[src/rtl/pipeline_hazard_ctrl_pkg.sv]
// Shared encodings for the pipeline hazard controller and the datapath forwarding muxes.
package pipeline_hazard_ctrl_pkg;

  localparam int unsigned REG_W  = 5;
  localparam int unsigned XLEN   = 32;
  localparam int unsigned FWD_SW = 2;

  typedef enum logic [1:0] {
    ST_RUN      = 2'd0,
    ST_DRAIN    = 2'd1,
    ST_REDIRECT = 2'd2
  } state_e;

  typedef enum logic [FWD_SW-1:0] {
    FWD_RF = 2'b00,
    FWD_W  = 2'b01,
    FWD_M  = 2'b10
  } fwd_e;

endpackage

[src/rtl/pipeline_hazard_ctrl_forward_unit.sv]
// Operand bypass select for one execute-stage source register; M wins over W, x0 never forwards.
module forward_unit
  import pipeline_hazard_ctrl_pkg::*;
(
  input  logic [REG_W-1:0] rs_e,
  input  logic [REG_W-1:0] rd_m,
  input  logic             reg_write_m,
  input  logic [REG_W-1:0] rd_w,
  input  logic             reg_write_w,
  output fwd_e             fwd
);

  always_comb begin
    fwd = FWD_RF;
    if (reg_write_m && (rd_m != '0) && (rd_m == rs_e)) begin
      fwd = FWD_M;
    end else if (reg_write_w && (rd_w != '0) && (rd_w == rs_e)) begin
      fwd = FWD_W;
    end
  end

endmodule

[src/rtl/pipeline_hazard_ctrl.sv]
// Stall/flush/forward control for the 5-stage RV32I pipeline plus the interrupt
// entry sequence (stop fetch, drain in-flight work, capture EPC, redirect).
module pipeline_hazard_ctrl
  import pipeline_hazard_ctrl_pkg::*;
#(
  parameter int unsigned DRAIN_CYCLES = 4,
  parameter int unsigned CNT_W        = 3
) (
  input  logic             CLK,
  input  logic             RST,
  input  logic [REG_W-1:0] Rs1D,
  input  logic [REG_W-1:0] Rs2D,
  input  logic [REG_W-1:0] Rs1E,
  input  logic [REG_W-1:0] Rs2E,
  input  logic [REG_W-1:0] RdE,
  input  logic             LoadE,
  input  logic [REG_W-1:0] RdM,
  input  logic [REG_W-1:0] RdW,
  input  logic             RegWriteM,
  input  logic             RegWriteW,
  input  logic             PCSrcE,
  input  logic [XLEN-1:0]  PCTargetE,
  input  logic [XLEN-1:0]  PCF,
  input  logic             IMemReady,
  input  logic             DMemReq,
  input  logic             DMemReady,
  input  logic             IrqReq,
  input  logic             IrqEnable,
  output logic             StallF,
  output logic             StallD,
  output logic             StallE,
  output logic             StallM,
  output logic             FlushD,
  output logic             FlushE,
  output logic             FlushW,
  output logic [FWD_SW-1:0] ForwardAE,
  output logic [FWD_SW-1:0] ForwardBE,
  output logic             RedirectIrq,
  output logic             IrqAck,
  output logic [XLEN-1:0]  Epc
);

  state_e           state_q, state_d;
  logic [CNT_W-1:0] cnt_q, cnt_d;
  logic [XLEN-1:0]  epc_q, epc_d;

  logic mem_stall_c;
  logic lw_stall_c;
  logic advance_c;
  logic irq_take_c;
  fwd_e fwd_a_c;
  fwd_e fwd_b_c;

  forward_unit u_fwd_a (
    .rs_e        (Rs1E),
    .rd_m        (RdM),
    .reg_write_m (RegWriteM),
    .rd_w        (RdW),
    .reg_write_w (RegWriteW),
    .fwd         (fwd_a_c)
  );

  forward_unit u_fwd_b (
    .rs_e        (Rs2E),
    .rd_m        (RdM),
    .reg_write_m (RegWriteM),
    .rd_w        (RdW),
    .reg_write_w (RegWriteW),
    .fwd         (fwd_b_c)
  );

  assign ForwardAE = fwd_a_c;
  assign ForwardBE = fwd_b_c;
  assign Epc       = epc_q;

  // Hazard terms; x0 as a load destination never stalls.
  assign mem_stall_c = DMemReq & ~DMemReady;
  assign lw_stall_c  = LoadE & (RdE != '0) & ((RdE == Rs1D) | (RdE == Rs2D));
  assign advance_c   = ~mem_stall_c & ~lw_stall_c;
  assign irq_take_c  = IrqReq & IrqEnable & ~mem_stall_c & ~PCSrcE & ~lw_stall_c & IMemReady;

  always_ff @(posedge CLK) begin
    if (RST) begin
      state_q <= ST_RUN;
      cnt_q   <= '0;
      epc_q   <= '0;
    end else begin
      state_q <= state_d;
      cnt_q   <= cnt_d;
      epc_q   <= epc_d;
    end
  end

  always_comb begin
    state_d     = state_q;
    cnt_d       = cnt_q;
    epc_d       = epc_q;
    StallF      = 1'b0;
    StallD      = 1'b0;
    StallE      = 1'b0;
    StallM      = 1'b0;
    FlushD      = 1'b0;
    FlushE      = 1'b0;
    FlushW      = 1'b0;
    RedirectIrq = 1'b0;
    IrqAck      = 1'b0;

    if (RST) begin
      FlushD = 1'b1;
      FlushE = 1'b1;
      FlushW = 1'b1;
    end else begin
      if (mem_stall_c) begin
        StallF = 1'b1;
        StallD = 1'b1;
        StallE = 1'b1;
        StallM = 1'b1;
        FlushW = 1'b1;
      end else if (PCSrcE) begin
        FlushD = 1'b1;
        FlushE = 1'b1;
      end else if (lw_stall_c) begin
        StallF = 1'b1;
        StallD = 1'b1;
        FlushE = 1'b1;
      end else if (!IMemReady) begin
        StallF = 1'b1;
        FlushD = 1'b1;
      end

      unique case (state_q)
        ST_RUN: begin
          if (irq_take_c) begin
            state_d = ST_DRAIN;
            epc_d   = PCF;
          end
        end
        ST_DRAIN: begin
          // Fetch is frozen; the decode slot is bubbled whenever it would advance.
          StallF = 1'b1;
          FlushD = ~StallD;
          if (PCSrcE && !mem_stall_c) begin
            epc_d = PCTargetE;
          end
          if (advance_c) begin
            if (cnt_q == CNT_W'(DRAIN_CYCLES - 1)) begin
              state_d = ST_REDIRECT;
              cnt_d   = '0;
            end else begin
              cnt_d = cnt_q + CNT_W'(1);
            end
          end
        end
        ST_REDIRECT: begin
          StallF      = 1'b0;
          FlushD      = 1'b1;
          RedirectIrq = 1'b1;
          IrqAck      = 1'b1;
          state_d     = ST_RUN;
        end
        default: begin
          state_d = ST_RUN;
          cnt_d   = '0;
        end
      endcase
    end
  end

endmodule

[config.mk]
export PLATFORM = sky130hd
export DESIGN_NAME = pipeline_hazard_ctrl
export DESIGN_NICKNAME = d
export VERILOG_FILES = /design/src/rtl/pipeline_hazard_ctrl_pkg.sv /design/src/rtl/pipeline_hazard_ctrl_forward_unit.sv /design/src/rtl/pipeline_hazard_ctrl.sv
export SDC_FILE = /design/constraint.sdc
export NUM_CORES = 1
export LEC_CHECK = 0
export CAP_MARGIN = 5
export CELL_PAD_IN_SITES_DETAIL_PLACEMENT = 2
export CELL_PAD_IN_SITES_GLOBAL_PLACEMENT = 2
export CORE_AREA = 2 2 138 106
export CTS_CLUSTER_SIZE = 12
export DETAILED_ROUTE_END_ITERATION = 7
export DIE_AREA = 0 0 140 108
export HOLD_SLACK_MARGIN = 0.1
export PLACE_DENSITY_LB_ADDON = 0.1
export SLEW_MARGIN = 20
export SYNTH_ARGS = -nofsm -noshare
export SYNTH_HDL_FRONTEND = slang
export SYNTH_HIERARCHICAL = 1
export SYNTH_SLANG_ARGS = --single-unit
[constraint.sdc]
create_clock -name CLK -period 1.83 [get_ports CLK]
set_input_delay 0.366 -clock CLK [delete_from_list [all_inputs] [get_ports CLK]]
set_output_delay 0.366 -clock CLK [all_outputs]
set_load 0.005 [all_outputs]
# Word-level counts from Yosys, hierarchy flattened
# Cells that the tools add are included.
# classes
add_sub_neg,1
multipliers,0
div_mod_pow,0
magnitude_cmp,0
eq_ne,13
n_shift,0
mux,38
n_bitwise,16
n_reduce_logical,17
# op_table
op,n
32-bit two-way mux,2
32-bit case mux with 2 select lines,1
5-bit == test,6
1-bit two-way mux,24
5-bit nonzero test,3
2-bit two-way mux,5
1-bit bitwise AND,9
2-bit != test (second input constant),4
1-bit logical AND,7
3-bit two-way mux,2
1-bit inverter,6
3-bit case mux with 2 select lines,1
3-bit AND reduction,2
1-bit case mux with 2 select lines,2
2-bit case mux with 2 select lines,1
3-bit by 1-bit adder with 3-bit output (second input constant),1
3-bit by 2-bit == test with 1-bit output (second input constant),1
2-bit by 1-bit == test with 1-bit output (second input constant),1
2-bit == test (second input constant),1
2-bit zero test,1
2-bit AND reduction,1
2-bit nonzero test,1
2-bit OR reduction,1
1-bit zero test,1
1-bit bitwise OR,1
# totals
regBits,37
latch_bits,0
mem_bits_rw,0
romBits,0
in_bits,110
out_inout_bits,45
word_cells,88
memories,0

# Logic depth before layout (Yosys ltp)
# logic_depth
depth_word,10
mapped_depth,10

# Cells and area by module
# The synthesis kept the hierarchy.
# by_module_without_submodules
module,n_inst,cells_per_inst,area_per_inst_um2
pipeline_hazard_ctrl,1,228,2279.7
forward_unit,2,20,151.4

# Worst setup path before layout
# Ideal clock, no wire load.
# synth_path
path_kind,input-to-output
start,input RdE[1]
end,output StallF
t_arrival_ns,1.582
slack_ns,-0.118
path_stages,5
n_path_buf,0
cell_sequence,or4_1 > o21a_4 > nand2_1 > a21oi_1 > o31a_1
# synth_between
elab_chain_cells,8
word_cells_on_any_way,11
# synth_rtl
item,line_no,text
start: declaration,pipeline_hazard_ctrl.sv:15,"input logic [REG_W-1:0] RdE,"
5-bit == test or 5-bit nonzero test (tied branches),pipeline_hazard_ctrl.sv:78,assign lw_stall_c = LoadE & (RdE != '0) & ((RdE == Rs1D) | (RdE == Rs2D));
1-bit bitwise OR or 1-bit bitwise AND (tied branches),pipeline_hazard_ctrl.sv:78,
1-bit bitwise AND *,pipeline_hazard_ctrl.sv:78,
1-bit two-way mux *,pipeline_hazard_ctrl.sv:122,end else if (lw_stall_c) begin
1-bit two-way mux *,pipeline_hazard_ctrl.sv:119,end else if (PCSrcE) begin
1-bit two-way mux *,pipeline_hazard_ctrl.sv:113,if (mem_stall_c) begin
1-bit case mux with 2 select lines *,pipeline_hazard_ctrl.sv:131,unique case (state_q)
1-bit two-way mux *,pipeline_hazard_ctrl.sv:108,if (RST) begin
end: declaration,pipeline_hazard_ctrl.sv:29,"output logic StallF,"
# Every way passes the cells marked *; elsewhere a longest branch is shown, timed or not.

# Final worst setup path
# layout_path
start,input RdE[3]
end,output FlushD
# layout_between
elab_chain_cells,10
word_cells_on_any_way,16
# layout_rtl
item,line_no,text
5-bit == test or 5-bit nonzero test (tied branches),pipeline_hazard_ctrl.sv:78,
1-bit bitwise OR or 1-bit bitwise AND (tied branches),pipeline_hazard_ctrl.sv:78,
1-bit bitwise AND *,pipeline_hazard_ctrl.sv:78,
1-bit two-way mux,pipeline_hazard_ctrl.sv:122,
1-bit two-way mux,pipeline_hazard_ctrl.sv:119,
1-bit two-way mux,pipeline_hazard_ctrl.sv:113,
1-bit two-way mux,pipeline_hazard_ctrl.sv:108,
1-bit inverter,pipeline_hazard_ctrl.sv:141,FlushD = ~StallD;
1-bit case mux with 2 select lines *,pipeline_hazard_ctrl.sv:131,
1-bit two-way mux *,pipeline_hazard_ctrl.sv:108,
end: declaration,pipeline_hazard_ctrl.sv:33,"output logic FlushD,"
# Every way passes the cells marked *; elsewhere a longest branch is shown, timed or not. The select of a mux whose other input is x is not followed.

==> summary.txt <==
Power
  • Total power draw: 5.556 mW
  • Leakage power: 1.933 nW
  • PwrDens: 1062 nW/um^2
  • Worst VDD drop: 0.3937 mV

Final layout
  • Area of the multi-input gates: 1996 sq um
  • Layout area overhead: 102.5%
  • Share of cells above drive strength 1: 40.13%
  • FF+latch area: 745.7 sq um
  • Finished layout cell area: 5230 sq um
  • Final nets: 584
  • Fin cells: 646
  • ANT cells: 0
  • Final core utilization: 38.30%
  • Filler Cells Inserted: 1,461

Job
  • Maxcap violations: 0

Placement
  • Detailed Place HPWL: 8863 um
  • Port Buffers: 154
  • Placed Area: 4572 sq um
  • Placed cell count: 618
  • Routability congestion estimate from global placement: 0.7527
  • Worst slack, placed: -1.106 ns

Routing
  • ANT nets after route: 0
  • Number of remaining DRC errors: 8
  • 1st-iter DRT viols: 78
  • DR vias: 2,862
  • WL/cell: 18.06 um
  • Via density: 4.430
  • Detailed Routing Iterations Pass 1: 6
  • DRT Wirelength: 11,670 um

STA
  • RSZ-0062 raised after global routing: true
  • Fmax achieved: 467.7 MHz
  • Normalized max-slew margin: 75.82%
  • Min cycle time layout: 2.138 ns
  • Fin. Hold Viols: 0
  • Final setup fails: 20
  • Total Neg Setup Slack: -2.110 ns
  • Slew Limit Fails: 0
  • Fin crit share: 116.8%
  • Final clock skew: 0.003046 ns
  • Final WS setup: -0.3083 ns
  • Actual slew at the worst max-slew pin: 0.3627 ns
  • Worst hold margin: 0.4587 ns

GRT
  • GR Overflow Total: 0
  • Largest net degree at the start of global routing: 22
  • Vias in the first global route: 3,167
  • Initial antenna violation count: 0
  • Tot GR Track Use: 15.47%
  • First-pass GRT wire length: 18,020 um

Setup path
  • Crit Path Category: in2out
  • Worst endpoint required time: 1.46 ns
  • Arrival @ worst endpoint: 1.77 ns
  • Crit. End Element: primary output
  • Worst Path Max Fanout: 4
  • Critical path startpoint category: primary input

Synthesis
  • Synth Area per Inst: 9.636 sq um
  • Synth Cell Area: 2582 sq um
  • Number of distinct library cells after synthesis: 41
  • Syn. warnings: 6
  • Seq/Total Area, Yosys: 28.68%
  • Async set-reset flop share out of synthesis: 0%
  • Post-synth EDFFs: 0
  • Synth area leader: dfxtp_1
  • Largest cells by area after synthesis: dfxtp_1 29%, a211oi_2 16%, mux2i_1 12%, a21oi_1 7.9%, xnor2_1 6.8%
  • Syn Nets: 382
  • Synth top area share: 28.68%
  • Most frequent cells after synthesis: 41 x a21oi_1, 37 x dfxtp_1, 32 x a211oi_2, 32 x mux2i_1, 20 x xnor2_1
  • Most common cell in the synthesized netlist: a21oi_1
  • Yosys reg bits: 37
  • Ys flop type: dfxtp_1
  • Cells after Synth: 268

Floorplan
  • Die extent in y: 108 um
  • # IOs: 155
  • # rows: 37
  • Core Footprint: 13,660 sq um
  • Die ar.: 15,120 sq um
  • Die W: 140 um
  • Initial Util: 18.91%

Status
  • Violated checks: DRC, setup timing
  • Outcome: finished, violations left

CTS
  • CTS clk-pin slew, worst paths: 0.06 ns
  • Htree depth: 2
  • CTS tree: yes
  • Clock sinks: 37
  • Clk_lat worst skew: 0.28 ns
  • Root Driver: clkbuf_16
  • Clock Tree Buf Depth: 2
  • CTS Buf Count: 5

Min path
  • Hold Crit Class: reg2reg
-- logic make-up (layout without fill, tap and decap cells) --
| logic type | Yosys count | in the layout | share of synthesized area, % |
|---|---|---|---|
| compound gates | 95 | 95 | 32.41 |
| xor+xnor | 26 | 26 | 8.818 |
| fa+ha+maj | 4 | 4 | 1.938 |
| mux | 32 | 32 | 12.40 |
| flops | 37 | 37 | 28.68 |
| buf+inv | 25 | 228 | 5.426 |
| simple gates | 49 | 49 | 10.32 |
-- final timing paths --
kind	start	to	slack (ns)	cells past startpoint
worst max register to register	state_q[1]$_SDFFE_PP0P_	Epc[17]$_SDFFE_PP0P_	-0.08	9
worst min register to register	cnt_q[2]$_SDFFE_PP0P_	cnt_q[2]$_SDFFE_PP0P_	0.46	2
worst min-delay path	cnt_q[2]$_SDFFE_PP0P_	cnt_q[2]$_SDFFE_PP0P_	0.46	2
worst max-delay path	RdE[3]	FlushD	-0.31	7
-- worst max-delay path, stage by stage --
cell,delay (ns)
buf_6,0.09
or4_4,0.53
o21a_4,0.26
a21oi_2,0.13
o21ai_1,0.07
a22oi_1,0.18
buf_2,0.14
-- where the power goes --
group          total [mW]  switching [mW]  internal [mW]
Clock                1.02           0.342          0.681
Sequential           1.16           0.120           1.04
Combinational        3.38            1.49           1.89
-- layer usage --
layer,vias up,routed length (um),global-route usage [%]
met5,-,0,0
met4,0,55,2.597
met3,5,412,3.144
met2,57,5845,26.95
met1,1404,5350,20.22
li1,1396,-,-
-- final cells by class --
class                           count  area share, %
Clock inverter                      1         0.5742
Timing Repair Buffer              216          39.71
Tap cell                          175          4.187
Inverter                            4         0.3828
Clock buffer                        7          2.727
Sequential cell                    37          14.26
Multi-Input combinational cell    206          38.16
-- repair_timing --
| item | in CTS | in global routing |
|---|---|---|
| hold buffers | 0 | 0 |
| gates cloned | 3 | 0 |
| gates resized for setup | 198 | 43 |
| buffers inserted | 19 | 2 |
| endpoints found under the setup margin | 50 | 46 |
| hold endpoints to repair | 0 | 0 |
| pin swaps | 44 | 29 |
-- registers in the layout, summed over array words and instances (netlist names) --
name,cells
state_q,2
Epc,32
cnt_q,3
-- cell usage in the layout, fill, tap and decap left out, types with 2 or more instances in the layout --
cell and count:
buf_4 43, xor2_1 6, clkbuf_2 5, nor2_1 5, clkdlybuf4s15_2 5, xnor2_1 7, o21ai_0 2, nand2_1 8
nor3_1 5, o41ai_4 2, nor3_2 2, buf_8 2, buf_2 13, buf_16 2, a21oi_2 5, a211oi_2 33
a2111oi_4 2, buf_6 16, o21ai_2 2, nor4_1 2, nor2_2 4, buf_12 6, inv_4 2, o21ai_1 2
dlygate4sd2_1 15, dfxtp_1 35, a21oi_1 36, xnor2_2 12, nand3_2 5, a31oi_1 2, clkdlybuf4s15_1 8, clkdlybuf4s50_1 99
nand3_1 3, ha_4 3, mux2i_1 32, clkbuf_16 5, nor2b_4 2
(Power assumes the default switching activity.)
